### src/rtl/tanh_arbiter.sv
// tanh_arbiter
// Round-robin arbiter and sequencer sharing one Tanh activation unit among
// NUM_REQ layer controllers. It grants one requester at a time, drives sel_o
// for the external wide data/result mux, pulses the unit's start, returns a
// per-requester completion pulse, and aborts a hung unit with a watchdog.
//
// Ports:
//   clk_i          system clock, rising edge
//   rst_i          synchronous active-high reset
//   req_i          per-requester level request, held until its req_done pulse
//   grant_o        one-hot grant (at most one bit set)
//   sel_o          index of the granted requester
//   req_done_o     one-cycle completion pulse to the granted requester
//   act_start_o    one-cycle start pulse to the Tanh unit
//   act_done_i     one-cycle done pulse from the Tanh unit
//   busy_o         high whenever the sequencer is not idle
//   timeout_err_o  sticky watchdog error, cleared only by reset
//   timeout_id_o   requester index captured at the most recent timeout
//
// Every output comes straight from a register; there is no combinational
// path from an input to an output.
module tanh_arbiter #(
  parameter int NUM_REQ        = 4,
  parameter int TIMEOUT_CYCLES = 4096,
  parameter int SEL_WIDTH      = $clog2(NUM_REQ)
) (
  input  logic                 clk_i,
  input  logic                 rst_i,
  input  logic [NUM_REQ-1:0]   req_i,
  output logic [NUM_REQ-1:0]   grant_o,
  output logic [SEL_WIDTH-1:0] sel_o,
  output logic [NUM_REQ-1:0]   req_done_o,
  output logic                 act_start_o,
  input  logic                 act_done_i,
  output logic                 busy_o,
  output logic                 timeout_err_o,
  output logic [SEL_WIDTH-1:0] timeout_id_o
);

  // The watchdog count never needs to exceed TIMEOUT_CYCLES-1.
  localparam int CNT_W = (TIMEOUT_CYCLES > 1) ? $clog2(TIMEOUT_CYCLES) : 1;
  localparam logic [CNT_W-1:0]     CNT_LAST = CNT_W'(TIMEOUT_CYCLES - 1);
  localparam logic [SEL_WIDTH-1:0] SEL_LAST = SEL_WIDTH'(NUM_REQ - 1);
  localparam bit                   WD_EN    = (TIMEOUT_CYCLES != 0);

  typedef enum logic [2:0] {
    S_IDLE    = 3'd0,
    S_GRANT   = 3'd1,
    S_START   = 3'd2,
    S_WAIT    = 3'd3,
    S_RELEASE = 3'd4
  } state_e;

  state_e               state_q, state_d;
  logic [NUM_REQ-1:0]   grant_q, grant_d;
  logic [SEL_WIDTH-1:0] sel_q, sel_d;
  logic [NUM_REQ-1:0]   req_done_q, req_done_d;
  logic                 act_start_q, act_start_d;
  logic                 busy_q, busy_d;
  logic                 timeout_err_q, timeout_err_d;
  logic [SEL_WIDTH-1:0] timeout_id_q, timeout_id_d;
  logic [CNT_W-1:0]     wd_cnt_q, wd_cnt_d;
  logic [SEL_WIDTH-1:0] last_q, last_d;

  function automatic logic [NUM_REQ-1:0] onehot(input logic [SEL_WIDTH-1:0] idx);
    logic [NUM_REQ-1:0] v;
    v      = '0;
    v[idx] = 1'b1;
    return v;
  endfunction

  // First set request searching upward from last+1 with wrap. Walking the
  // offsets from farthest to nearest lets the nearest hit overwrite the rest.
  function automatic logic [SEL_WIDTH-1:0] rr_pick(input logic [NUM_REQ-1:0]   req,
                                                   input logic [SEL_WIDTH-1:0] last);
    logic [SEL_WIDTH-1:0] win;
    int                   idx;
    win = '0;
    for (int k = NUM_REQ; k >= 1; k--) begin
      idx = (int'(last) + k) % NUM_REQ;
      if (req[SEL_WIDTH'(idx)]) begin
        win = SEL_WIDTH'(idx);
      end else begin
        win = win;
      end
    end
    return win;
  endfunction

  // Next-state and next-output logic for the sequencer.
  always_comb begin
    state_d       = state_q;
    grant_d       = grant_q;
    sel_d         = sel_q;
    req_done_d    = '0;
    act_start_d   = 1'b0;
    timeout_err_d = timeout_err_q;
    timeout_id_d  = timeout_id_q;
    wd_cnt_d      = wd_cnt_q;
    last_d        = last_q;

    case (state_q)
      S_IDLE: begin
        if (|req_i) begin
          sel_d   = rr_pick(req_i, last_q);
          grant_d = onehot(sel_d);
          state_d = S_GRANT;
        end else begin
          state_d = S_IDLE;
        end
      end
      // Settle cycle for the external mux; the start pulse is registered
      // here so it is high for the whole START cycle.
      S_GRANT: begin
        act_start_d = 1'b1;
        state_d     = S_START;
      end
      S_START: begin
        wd_cnt_d = '0;
        state_d  = S_WAIT;
      end
      // act_done takes priority over a watchdog expiry in the same cycle.
      S_WAIT: begin
        if (act_done_i) begin
          req_done_d = onehot(sel_q);
          state_d    = S_RELEASE;
        end else if (WD_EN && (wd_cnt_q == CNT_LAST)) begin
          timeout_err_d = 1'b1;
          timeout_id_d  = sel_q;
          req_done_d    = onehot(sel_q);
          state_d       = S_RELEASE;
        end else begin
          wd_cnt_d = wd_cnt_q + CNT_W'(1);
        end
      end
      S_RELEASE: begin
        last_d  = sel_q;
        grant_d = '0;
        state_d = S_IDLE;
      end
      default: begin
        grant_d = '0;
        state_d = S_IDLE;
      end
    endcase

    busy_d = (state_d != S_IDLE);
  end

  // State and output registers with synchronous reset.
  always_ff @(posedge clk_i) begin
    if (rst_i) begin
      state_q       <= S_IDLE;
      grant_q       <= '0;
      sel_q         <= '0;
      req_done_q    <= '0;
      act_start_q   <= 1'b0;
      busy_q        <= 1'b0;
      timeout_err_q <= 1'b0;
      timeout_id_q  <= '0;
      wd_cnt_q      <= '0;
      last_q        <= SEL_LAST;
    end else begin
      state_q       <= state_d;
      grant_q       <= grant_d;
      sel_q         <= sel_d;
      req_done_q    <= req_done_d;
      act_start_q   <= act_start_d;
      busy_q        <= busy_d;
      timeout_err_q <= timeout_err_d;
      timeout_id_q  <= timeout_id_d;
      wd_cnt_q      <= wd_cnt_d;
      last_q        <= last_d;
    end
  end

  assign grant_o       = grant_q;
  assign sel_o         = sel_q;
  assign req_done_o    = req_done_q;
  assign act_start_o   = act_start_q;
  assign busy_o        = busy_q;
  assign timeout_err_o = timeout_err_q;
  assign timeout_id_o  = timeout_id_q;

endmodule

### config.mk
export PLATFORM = sky130hd
export DESIGN_NAME = tanh_arbiter
export DESIGN_NICKNAME = d
export VERILOG_FILES = /design/src/rtl/tanh_arbiter.sv
export SDC_FILE = /design/constraint.sdc
export NUM_CORES = 1
export LEC_CHECK = 0
export ABC_AREA = 1
export CAP_MARGIN = 20
export CORE_MARGIN = 5
export CORE_UTILIZATION = 24
export DETAILED_ROUTE_END_ITERATION = 10
export SETUP_SLACK_MARGIN = 0.5
export SLEW_MARGIN = 20
export SYNTH_ARGS = -nofsm -noshare
export SYNTH_HDL_FRONTEND = slang
export SYNTH_SLANG_ARGS = --single-unit
### constraint.sdc
create_clock -name clk_i -period 4.2 [get_ports clk_i]
set_input_delay 0.84 -clock clk_i [delete_from_list [all_inputs] [get_ports clk_i]]
set_output_delay 0.84 -clock clk_i [all_outputs]
set_load 0.02 [all_outputs]
; Word-level counts from Yosys, hierarchy flattened
; Index checks and enable logic that the tools add are counted.
[totals]
reg_bits = 32
out_inout_bits = 15
wordCells = 80
[classes]
add_sub_neg = 5
magnitude_cmp = 8
eq_ne = 8
mux = 34
bitwise_logic = 3
n_reduce_logical = 12
[op_table]
columns = operator, count
row1 = 2-to-1 mux 12 bit, 2
row2 = one-hot mux 12 bit (2 select lines), 1
row3 = "< comparator 2 x 4 -> 1 bit, second input constant", 4
row4 = "adder 12 x 1 -> 12 bit, second input constant", 1
row5 = "equality test 12 bit, second input constant", 1
row6 = 2-to-1 mux 1 bit, 12
row7 = 2-to-1 mux 2 bit, 6
row8 = 2-to-1 mux 4 bit, 3
row9 = one-hot mux 3 bit (4 select lines), 1
row10 = binary-select mux 1 bit (select 2 bit), 4
row11 = one-hot mux 4 bit (2 select lines), 1
row12 = "equality test 3 x 2 -> 1 bit, second input constant", 2
row13 = "< comparator 2 x 3 -> 1 bit, second input constant", 2
row14 = 2-to-1 mux 3 bit, 2
row15 = "!= test 2 bit, second input constant", 3
row16 = AND reduction 3 bit, 2
row17 = "adder 2 x 1 -> 2 bit, second input constant", 2
row18 = "adder 2 bit, second input constant", 2
row19 = demux 1 bit (select 2 bit), 2
row20 = "greater-or-equal comparator 2 x 1 -> 1 bit, second input constant", 2
row21 = AND reduction 2 bit, 2
row22 = OR reduction 4 bit, 1
row23 = "equality test 3 x 1 -> 1 bit, second input constant", 1
row24 = "equality test 3 bit, second input constant", 1
row25 = 7 further kinds, 10

; Depth between registers and ports, before layout
[logic_depth]
depth_word = 16
depth_mapped = 12
mapped_depth_nobuf = 11

; Worst setup path after synthesis
; OpenSTA, ideal clock, no wires.
[synth_timing]
path_type = input-to-reg
from = in req_i[3]
to = reg sel_q[0] (netlist: sel_o[0])
arrival_time_ns = 1.583
slack_ns = 2.501
cell_stages = 9
n_path_buf = 0
path_cell_list = inv_1 o21ai_1 nand2_1 nand2_1 inv_1 nand3_1 nand2_1 o21ai_0 inv_1
[synth_via]
elab_chain_cells = 9
elab_cells_between_ends = 20
cone_classes = mux (18) / reduce/logical (2)
[synth_rtl]
columns = element, line
row1 = from (decl), 29  ; input logic [NUM_REQ-1:0] req_i,
row2 = binary-select mux 1 bit (select 2 bit), 81  ; if (req[SEL_WIDTH'(idx)]) begin
row3 = 2-to-1 mux 1 bit (not written as such) (2 in series), 81
row4 = 2-to-1 mux 2 bit (4 in series), 81
row5 = 2-to-1 mux 2 bit, 104  ; if (|req_i) begin
row6 = 2-to-1 mux 2 bit, 102  ; case (state_q)
row7 = to (signal assigned), 166  ; sel_q <= sel_d;
row8 = to (decl), 56  ; logic [SEL_WIDTH-1:0] sel_q, sel_d;
; Several ways; a longest one is shown, not always the timed one. The select of a mux whose other input is x is not followed.
; A chain may end at the register's enable or synchronous reset.

; Worst setup path after layout
[layout_timing]
from = in rst_i
to = reg req_done_q[2] (netlist: req_done_o[2])
[layout_via]
elab_chain_cells = 1
[layout_rtl]
columns = element, line
row1 = from (decl), 28  ; input logic rst_i,
row2 = OR reduction 2 bit (no source line), n/a
row3 = to (signal assigned), 167  ; req_done_q <= req_done_d;
row4 = to (decl), 57  ; logic [NUM_REQ-1:0] req_done_q, req_done_d;
; No other way between the ends.

==> results.toml <==
[run_status]
status = "finished, final reports clean"

[pwr]
power_density_nw_per_um2 = 452
vdd_drop_max_uv = 197
p_leak_nw = 0.843

[synth]
ys_ff_latch = 32
synth-seq-area-share = 0.404
synthCells = 242
synth-warning-count = 0
synth.area.top_cells = "dfxtp_1 40%, nand2_1 19%, inv_1 7.1%"
syn_area_um2 = 1590
synth.net_count = 250
synth_top_cell_by_area = "dfxtp_1"
synth_top_area_frac = 0.404
avgSynthCellArea_um2 = 6.55
synth_cell_types = 25

[sta]
period_share = 0.538
relSlewSlack = 0.493
skew_ns = 0.00751
drv_slew = 0
timing.fmax_mhz = 443
min_period_ns = 2.26
tightest_slew_ns = 0.757
tns_ns = 0
hold_viol_final = 0
rsz0062_at_grt = "no"
finalSetupViolations = 0

[routing]
routed_wirelength_um = 3500
ant_nets = 0
drcViolationCount = 0
vias = 1487
via_per_inst = 4.32
routedWlPerCell_um = 10.2
drtIter0Drc = 88
firstDrtPassIters = 4

[worst_setup_path]
critPathMaxStageDelay_ns = 0.79
critical_path_arrival_ns = 2.48
worstPathCellList = "clkdlybuf4s50_1, nor2_1, nand2_1, inv_2, nand2_1, nor2_1"
slowest_stage = "clkdlybuf4s50_1"
crit_required_ns = 4.42
r2r_start = "wd_cnt_q[0]"
timing.rr.end = "wd_cnt_q[2]"
start_kind = "input port"
cp_num_buf_inv = 2
worstRegToRegCells = 9
critical_path.top_delay_family = "buffers and inverters"
crit_type = "in -> reg"
worst-path-stages = 6
regToRegSetupSlack_ns = 2.40
worstPathMaxFanout = 21
cp-end-kind = "register"

[finish]
fillers = 714
n_antenna_cell = 0
final_core_util = 0.312
fin_area_um2 = 1990
drive_gt1_frac = 0.0674
fin_nets = 274
syn_to_final_growth_pct = 25.7

[worst_hold_path]
whs_path_depth = 2
holdCritStartpoint = "timeout_id_o[1]"
hold_end = "timeout_id_o[1]"
holdCritPathClass = "reg -> reg"

[clock_tree]
cts_root_buffer = "clkbuf_8"
cts.clk_slew.worst_paths_ns = 0.06
cts_sinks = 32
clkLatencyLatePin_ns = 0.28
post_cts_buffers = 0
cts_tree = "yes"
cts_made_buffers = 5
cts-htree-levels = 2
cts_buffer_depth = 2
cts_hold_buf = 0
cts_resized = 0

[grt]
grt_pass1_wl_um = 6240
grt_max_degree = 22
grtUsageTotal = 0.0894
grt_pass1_vias = 1439
antenna_found_initial = 0
grt_overflow = 0

[placement]
place_hpwl_um = 2700
place_congestion = 0.841
dpl-instance-area_um2 = 1870
port_buffers = 21

[die]
rows = 29
die-area_um2 = 8330
die_w_um = 91.3
io_pins = 22
core_area_um2 = 6390
die_h_um = 91.3
start_util = 0.248

[job]
drv_cap = 0
[how the worst max path moves through the flow]
stage,startpoint,end,slack [ns]
6_report,rst_i,req_done_o[2],1.94
3_3_place_gp,rst_i,req_done_o[0],1.66
3_5_place_dp,rst_i,req_done_o[2],1.61
4_1_cts,rst_i,req_done_o[2],1.91
2_1_floorplan,req_i[3],sel_o[0],2.50
5_1_grt,rst_i,req_done_o[0],1.67
[metrics by stage]
step	total power, mW	cells	setup slack [ns]	hold WS [ns]
after global routing	0.956	344	1.67	0.499
after CTS	0.913	344	1.91	0.472
after detailed placement	0.589	336	1.61	0.464
final	0.900	344	1.94	0.462
after floorplan	0.520	242	2.50	0.463
after global placement	0.588	336	1.66	0.464
[report_power, final]
group | switching, mW | internal [mW]
Combinational | 0.147 | 0.0776
Sequential | 0.0222 | 0.332
Clock | 0.112 | 0.209
[sequential cells by signal, summed over array words and instances, names as in the netlist]
| register | flops |
|---|---|
| act_start_o | 1 |
| wd_cnt_q | 12 |
| sel_o | 2 |
| busy_o | 1 |
| timeout_id_o | 2 |
| req_done_o | 4 |
| grant_o | 4 |
| state_q | 3 |
| timeout_err_o | 1 |
| last_q | 2 |
[cell families after synthesis]
logic type | count (synthesis) | share of synthesized area
fa+ha+maj | 1 | 0.00789
buf+inv | 39 | 0.0995
simple gates | 131 | 0.345
flops | 32 | 0.404
compound gates | 35 | 0.122
xor+xnor | 4 | 0.0221
[tightest hold or removal path: stages (launching register included)]
cell     delay [ns]
dfxtp_1        0.31
nand2_1        0.06
a21oi_1        0.05
[layout make-up]
type	count	area, µm²	share of cell area
multi-input combinational	171	787	0.395
timing repair buffer	21	210	0.106
clock inverter	1	30.0	0.0151
inverter	35	131	0.0660
tap	77	96.3	0.0484
sequential	32	641	0.322
clock buffer	7	96.3	0.0484
[cells in the final DEF (no fill, tap or decap), types with 2 or more instances in the layout]
cell type and instances:
a21oi_1 20, a22oi_1 2, clkbuf_8 7, clkdlybuf4s50_1 21, dfxtp_1 32, inv_1 30, inv_2 5, nand2_1 79
nand3_1 15, nand4_1 4, nor2_1 25, nor2_2 2, nor3_1 4, o21ai_0 8, xor2_1 3
[Yosys cell counts]
| cell | instances |
|---|---|
| nand2_1 | 79 |
| a31oi_1 | 1 |
| dfxtp_1 | 32 |
| xnor2_1 | 1 |
| inv_2 | 5 |
| nor3_1 | 4 |
| o21ai_1 | 1 |
| o21a_1 | 1 |
| nand4_1 | 4 |
| ha_1 | 1 |
| inv_1 | 30 |
| a22oi_1 | 2 |
| clkbuf_1 | 2 |
| nand2_2 | 1 |
| a21boi_2 | 1 |
| xor2_1 | 3 |
| nor2_2 | 2 |
| a21oi_1 | 20 |
| o21bai_1 | 1 |
| nor2_1 | 25 |
| nand3_4 | 1 |
| buf_4 | 1 |
| o21ai_0 | 8 |
| nand3_1 | 15 |
| buf_6 | 1 |
[metal layers]
layer / share of wire / track usage
met5: 0 / 0
met4: 0.017 / 0.0367
met3: 0.036 / 0.0240
met2: 0.44 / 0.145
met1: 0.51 / 0.112
(Power assumes the default switching activity.)
